## src/rtl/seg7_pkg.sv

```systemverilog
// Shared definitions for the seven-segment display controller: display modes,
// the blank pattern and the active-low g..a hex glyph table.
package seg7_pkg;

  typedef enum logic [1:0] {
    MODE_HEX = 2'd0,
    MODE_LZB = 2'd1,
    MODE_OFF = 2'd2
  } mode_e;

  localparam logic [6:0] SEG_BLANK = 7'h7F;

  // Index 15 is the leftmost entry, index 0 the rightmost.
  localparam logic [15:0][6:0] HEX_GLYPH = {
    7'h0E, 7'h06, 7'h21, 7'h46, 7'h03, 7'h08, 7'h10, 7'h00,
    7'h78, 7'h02, 7'h12, 7'h19, 7'h30, 7'h24, 7'h79, 7'h40
  };

endpackage

```

## src/rtl/decode_hex.sv

```systemverilog
// Nibble to active-low seven-segment glyph (bit order g..a).
module decode_hex
  import seg7_pkg::*;
(
  input  logic [3:0] i_nib,
  output logic [6:0] o_seg
);

  assign o_seg = HEX_GLYPH[i_nib];

endmodule

```

## src/rtl/seg7_display_ctrl.sv

```systemverilog
// Multi-digit seven-segment controller: handshake-loaded digit latch, leading-zero
// blanking, display-off mode and per-digit blinking from an internal prescaler.
module seg7_display_ctrl
  import seg7_pkg::*;
#(
  parameter int NUM_DIGITS = 8,
  parameter int BLINK_DIV  = 25_000_000
) (
  input  logic                    clk_i,
  input  logic                    rst_i,
  input  logic                    wr_valid_i,
  output logic                    wr_ready_o,
  input  logic [4*NUM_DIGITS-1:0] wr_data_i,
  input  logic [1:0]              wr_mode_i,
  input  logic [NUM_DIGITS-1:0]   wr_blink_i,
  input  logic                    hold_i,
  output logic [7*NUM_DIGITS-1:0] seg_o,
  output logic                    blink_phase_o
);

  localparam int CNT_W = $clog2(BLINK_DIV);

  logic [4*NUM_DIGITS-1:0]        r_data;
  logic [1:0]                     r_mode;
  logic [NUM_DIGITS-1:0]          r_blink;
  logic [CNT_W-1:0]               r_cnt;
  logic                           r_phase;
  logic [7*NUM_DIGITS-1:0]        r_seg;

  logic                           w_accept;
  logic [NUM_DIGITS-1:0]          w_lead;
  logic [NUM_DIGITS-1:0][6:0]     w_glyph;
  logic [NUM_DIGITS-1:0][6:0]     w_seg_nxt;

  assign wr_ready_o    = ~hold_i & ~rst_i;
  assign w_accept      = wr_valid_i & wr_ready_o;
  assign seg_o         = r_seg;
  assign blink_phase_o = r_phase;

  // Stage 0: digit latch loaded on accepted handshake
  always_ff @(posedge clk_i or posedge rst_i) begin
    if (rst_i) begin
      r_data  <= '0;
      r_mode  <= MODE_OFF;
      r_blink <= '0;
    end else if (w_accept) begin
      r_data  <= wr_data_i;
      r_mode  <= wr_mode_i;
      r_blink <= wr_blink_i;
    end
  end

  // Restart the blink cycle on every accepted write so new data shows at once
  always_ff @(posedge clk_i or posedge rst_i) begin
    if (rst_i) begin
      r_cnt   <= '0;
      r_phase <= 1'b0;
    end else if (w_accept) begin
      r_cnt   <= '0;
      r_phase <= 1'b0;
    end else if (r_cnt == CNT_W'(BLINK_DIV - 1)) begin
      r_cnt   <= '0;
      r_phase <= ~r_phase;
    end else begin
      r_cnt   <= r_cnt + CNT_W'(1);
    end
  end

  for (genvar g = 0; g < NUM_DIGITS; g++) begin : g_dec
    decode_hex u_dec (
      .i_nib (r_data[4*g +: 4]),
      .o_seg (w_glyph[g])
    );
  end

  // w_lead[i] is set when digit i or any more significant digit is non-zero
  always_comb begin
    logic v_scan;
    v_scan = 1'b0;
    w_lead = '0;
    for (int i = NUM_DIGITS - 1; i >= 0; i--) begin
      v_scan    = v_scan | (r_data[4*i +: 4] != 4'd0);
      w_lead[i] = v_scan;
    end
    w_lead[0] = 1'b1;
  end

  always_comb begin
    w_seg_nxt = '0;
    for (int i = 0; i < NUM_DIGITS; i++) begin
      w_seg_nxt[i] = w_glyph[i];
      case (r_mode)
        MODE_HEX: w_seg_nxt[i] = w_glyph[i];
        MODE_LZB: if (!w_lead[i]) w_seg_nxt[i] = SEG_BLANK;
        default:  w_seg_nxt[i] = SEG_BLANK;
      endcase
      if (r_phase && r_blink[i]) w_seg_nxt[i] = SEG_BLANK;
    end
  end

  // Stage 1: registered segment outputs
  always_ff @(posedge clk_i or posedge rst_i) begin
    if (rst_i) begin
      r_seg <= {NUM_DIGITS{SEG_BLANK}};
    end else begin
      r_seg <= w_seg_nxt;
    end
  end

endmodule

```

## config.mk

```make
export PLATFORM = sky130hd
export DESIGN_NAME = seg7_display_ctrl
export DESIGN_NICKNAME = d
export VERILOG_FILES = /design/src/rtl/seg7_pkg.sv /design/src/rtl/decode_hex.sv /design/src/rtl/seg7_display_ctrl.sv
export SDC_FILE = /design/constraint.sdc
export NUM_CORES = 1
export LEC_CHECK = 0
export CAP_MARGIN = 20
export CORE_ASPECT_RATIO = 2
export CORE_UTILIZATION = 54
export CTS_CLUSTER_SIZE = 8
export DETAILED_ROUTE_END_ITERATION = 8
export PLACE_DENSITY = 0.77
export SLEW_MARGIN = 20
export SYNTH_ARGS = -nofsm -noshare
export SYNTH_HDL_FRONTEND = slang
export SYNTH_SLANG_ARGS = --single-unit
```

## constraint.sdc

```tcl
create_clock -name clk_i -period 4.5 [get_ports clk_i]
set_input_delay 0.9 -clock clk_i [delete_from_list [all_inputs] [get_ports clk_i]]
set_output_delay 0.9 -clock clk_i [all_outputs]
set_load 0.02 [all_outputs]
```

==> Word-level counts from Yosys, hierarchy flattened <==
Memories as Yosys holds them, arrays and structs flattened.
Cells that the tools add are included.
{ "classes": {"add_sub_neg": 1, "mul": 0, "div": 0, "n_lt_le_gt_ge": 8, "n_eq_ne": 2, "shift": 0, "muxes": 35, "n_bitwise": 11, "n_reduce_logical": 18} }
{ "op_table": {"columns": ["op", "n"], "rows": [
  ["$mux 7", 24],
  ["$pmux 7 s2", 7],
  ["$mux 25", 2],
  ["$lt 4x5->1 const B", 8],
  ["$reduce_bool 4->1", 7],
  ["$add 25x1->25 const B", 1],
  ["$eq 25x25->1 const B", 1],
  ["$logic_and 1x1->1", 8],
  ["$or 1x1->1", 6],
  ["$not 1->1", 3],
  ["$and 1x1->1", 2],
  ["$eq 2x1->1 const B", 1],
  ["$logic_not 2->1", 1],
  ["$mux 1", 2],
  ["$reduce_bool 2->1", 1],
  ["$reduce_or 2->1", 1]
]} }
{ "word_totals": {"register_bits": 124, "latchBits": 0, "mem_bits_rw": 0, "romBits": 896, "inputBits": 46, "output_inout_bits": 58, "elab_cells": 89, "n_memories": 8} }
{ "mem_list": {"columns": ["memory", "depth", "word_bits", "read_ports", "rd_clocked_by_memory_dff", "write_ports", "line", "rtl"], "rows": [
  ["(name not given)", 16, 7, 1, 0, 0, "decode_hex.sv:9", "assign o_seg = HEX_GLYPH[i_nib];"],
  ["(name not given)", 16, 7, 1, 0, 0, "decode_hex.sv:9", null],
  ["(name not given)", 16, 7, 1, 0, 0, "decode_hex.sv:9", null],
  ["(name not given)", 16, 7, 1, 0, 0, "decode_hex.sv:9", null],
  ["(name not given)", 16, 7, 1, 0, 0, "decode_hex.sv:9", null],
  ["(name not given)", 16, 7, 1, 0, 0, "decode_hex.sv:9", null],
  ["2 more memories", null, null, null, null, null, null, null]
]} }

==> Longest topological paths before layout <==
{ "depth": {"ltp_word": 10, "ltp_mapped": 6, "depth_no_buf": 6} }

==> Modules after synthesis <==
Synthesis repeated with hierarchy kept, for this count alone.
{ "unflattened": {"hier_cells": 632, "hier_area_um2": 7093.1} }
{ "by_module_without_submodules": {"columns": ["mod", "n_inst", "cells_per_inst", "area_each_um2"], "rows": [
  ["seg7_display_ctrl", 1, 376, 4890.9],
  ["decode_hex", 8, 32, 275.3]
]} }

==> Worst setup path after synthesis <==
Ideal clock, no wire load.
{ "synth_path": {"path_type": "input to register", "from": "in hold_i", "to": "reg r_blink[7]", "arrival_ns": 2.392, "t_required_ns": 4.375, "path_slack_ns": 1.983, "path_stages": 5, "cell_sequence": "nor2_1 > and2_1 > clkbuf_1 > clkbuf_1 > mux2_2"} }
{ "synth_between": {"elab_chain_cells": 3} }
{ "synth_rtl": {"columns": ["element", "line", "rtl"], "rows": [
  ["from (decl)", "seg7_display_ctrl.sv:16", "input logic hold_i,"],
  ["$not 1->1", "seg7_display_ctrl.sv:35", "assign wr_ready_o = ~hold_i & ~rst_i;"],
  ["$and 1x1->1", "seg7_display_ctrl.sv:35", null],
  ["$and 1x1->1", "seg7_display_ctrl.sv:36", "assign w_accept = wr_valid_i & wr_ready_o;"],
  ["to (signal assigned)", "seg7_display_ctrl.sv:49", "r_blink <= wr_blink_i;"],
  ["to (decl)", "seg7_display_ctrl.sv:25", "logic [NUM_DIGITS-1:0] r_blink;"]
]} }
Every way passes these cells.
A chain may end at the register's enable or synchronous reset.

==> Final worst setup path <==
{ "layout_path": {"from": "in rst_i", "to": "out wr_ready_o"} }
{ "layout_between": {"elab_chain_cells": 2} }
{ "layout_rtl": {"columns": ["element", "line", "rtl"], "rows": [
  ["from (decl)", "seg7_display_ctrl.sv:10", "input logic rst_i,"],
  ["$not 1->1", "seg7_display_ctrl.sv:35", null],
  ["$and 1x1->1", "seg7_display_ctrl.sv:35", null],
  ["to (decl)", "seg7_display_ctrl.sv:12", "output logic wr_ready_o,"]
]} }
Every way passes these cells.

==> flow_summary.ini <==
[outcome]
outcome = finished, final reports clean

[placed_design]
dpl-instance-area_um2 = 7590
place.gp.congestion = 0.891
place_ws_ns = 1.48
place_hpwl_um = 10700
portBuffers = 103

[die]
die_height_um = 157
die_x_um = 79.4
floorplan.initialDensity = 0.553
io_pins = 104
core_area_um2 = 11700
fp.dieArea_um2 = 12400
num_rows = 56

[grt]
grt_max_degree = 75
grt_first_pass_wirelength_um = 24200
gr-total-overflow = 0
antenna_found_initial = 0
grt_pass1_vias = 5283
grt_usage = 0.255

[yosys]
ys_warn_count = 0
ys_types = 48
synth-edff-count = 0
synthTopCellsByCount = 67 x dfrtp_1, 62 x nand2_1, 57 x dfstp_2
synth_top_flop_cell = dfrtp_1
synthArstFlopShare = 1.00
netlist_area_um2 = 6470
yosysTopAreaCell = dfrtp_1
seq_area_frac_synth = 0.491
syn_nets = 713
ys_ff_latch = 124
synth.most_common_cell = dfrtp_1
synth_area_leaders = dfrtp_1 26%, dfstp_2 23%, ha_1 7.9%
synth.avg_cell_area_um2 = 10.3
synth_top_area_share = 0.259
syn_inst = 626

[worst_setup_path]
critical_path_class = in2out
slowest_delay_ns = 0.62
cp_num_buf_inv = 2
cp-end-kind = output port
start_kind = primary input
worstSetupPathDepth = 3
critPathArrivalTime_ns = 2.11
crit_top_cell = clkdlybuf4s50_1
rrSetupSlack_ns = 1.98
crit_fanout = 2
r2r_start = r_data[12]$_DFFE_PP0P_
crit_path_top_delay_cell = clkdlybuf4s50_1
cp_top_family = buffers and inverters
required_ns = 3.60
crit_chain = clkdlybuf4s50_1, nor2_1, clkdlybuf4s50_1
ff2ff_path_depth = 6
reg2reg_to = seg_o[10]$_DFF_PP1_

[pwr]
powerDensity_nw_per_um2 = 499
p_leak_uw = 0.00329
irDropWorstVdd_mv = 0.304

[clock_network]
root_buffer = clkbuf_16
postCtsSetupRepairBufs = 0
insertion_delay_ns = 0.41
clockBufferDepth = 2
clk_pin_slew_worst_paths_ns = 0.05
cts_tree = yes
htreeDepth = 4
cts_sinks = 124
post_cts_resized = 0
hold_buffers = 0
cts_buffers = 17

[timing]
period_minus_slack_ns = 3.01
finClkSkew_ns = 0.0169
tightest_slew_ns = 0.930
fmax_mhz = 333
rsz0062_at_grt = no
setup_slack_ns = 1.49
setup_tns_ns = 0
setup_viol = 0
finalCritPeriodShare = 0.668
slew_viol_final = 0
slew_headroom = 0.380
finalHoldViolations = 0

[final_layout]
drive_gt1_frac = 0.160
area_delta_synth_final_pct = 25.5
stdcell_area_um2 = 8120
nets = 806
diodes = 0

[detailed_routing]
wl_um = 14800
via_per_inst = 5.88
avgRoutedWirePerCell_um = 16.9
drt_first_pass_iters = 4
postRouteAntennaNets = 0
vias = 5147
remaining_drc_errors = 0
first_iter_violations = 178

[worst_hold_path]
hold_start = r_blink[7]$_DFFE_PP0P_
min_to = r_blink[7]$_DFFE_PP0P_
min_path_cells = 1
hp-class = reg2reg

[flow_run]
cap_violations = 0
-- cells in the final DEF (no fill, tap or decap), types with 10 or more instances in the layout --
master	count
nand2_1	62
mux2_2	27
o211ai_1	42
nand2b_1	17
a21oi_1	28
ha_1	41
dfrtp_1	67
o21a_1	10
inv_1	26
nor2_1	29
nand4_1	10
nand3_1	28
clkbuf_16	17
clkdlybuf4s50_1	103
dfstp_2	57
o21ai_0	34
-- final cells by class --
type	count	area, um2
inverter	27	104
fill	849	3580
tap	145	181
clock inverter	3	15.0
multi-input combinational	441	3070
timing repair buffer	108	1070
clock buffer	28	507
sequential	124	3170
-- worst reg2reg max path, stage by stage, from the launching register on --
cell and delay, ns:
dfrtp_1 0.42, inv_1 0.16, ha_1 0.21, nor3b_1 0.44
nor4bb_1 0.70, a31oi_1 0.34, o211ai_1 0.17
-- per-layer routing --
metal | wire length, um | track usage | up-vias
met1 | 5260 | 0.246 | 2523
li1 | - | - | 2430
met4 | 473 | 0.126 | 0
met5 | 0 | 0 | -
met3 | 511 | 0.0636 | 42
met2 | 8550 | 0.486 | 152
-- cell families (layout without fill, tap and decap cells) --
kind of cell / after synthesis / count (layout) / share of synthesized area
fa+ha+maj: 41 / 41 / 0.0793
buf+inv: 61 / 166 / 0.0354
simple gates: 199 / 199 / 0.161
mux: 36 / 36 / 0.0609
xor+xnor: 14 / 14 / 0.0190
flops: 124 / 124 / 0.491
compound gates: 151 / 151 / 0.154
-- stage by stage --
stage | power, uW | cells | utilization | hold WS (ns)
6_report | 4050 | 876 | 0.694 | 0.506
2_1_floorplan | 2370 | 626 | - | 0.481
3_5_place_dp | 2860 | 845 | 0.649 | 0.501
3_3_place_gp | 2810 | 845 | 0.649 | 0.493
4_1_cts | 4080 | 876 | 0.694 | 0.513
5_1_grt | 4260 | 876 | 0.694 | 0.536
-- sequential cells by signal (all words and copies together), names as in the netlist --
| register | flops |
|---|---|
| r_cnt | 25 |
| r_data | 32 |
| seg_o | 56 |
| blink_phase_o | 1 |
| r_blink | 8 |
| r_mode | 2 |
-- how the worst max path moves through the flow --
stage / startpoint / endpoint / slack (ns)
5_1_grt: rst_i / wr_ready_o / 1.43
2_1_floorplan: rst_i / blink_phase_o$_DFFE_PP0P_ / 0.40
6_report: rst_i / wr_ready_o / 1.49
3_5_place_dp: rst_i / wr_ready_o / 1.48
4_1_cts: rst_i / wr_ready_o / 1.48
3_3_place_gp: rst_i / wr_ready_o / 1.49
-- power by group --
part	switching, uW	internal, uW
Clock	443	755
Sequential	228	1450
Combinational	599	568
Total	1270	2780
Power figures use the tool's default switching activity.
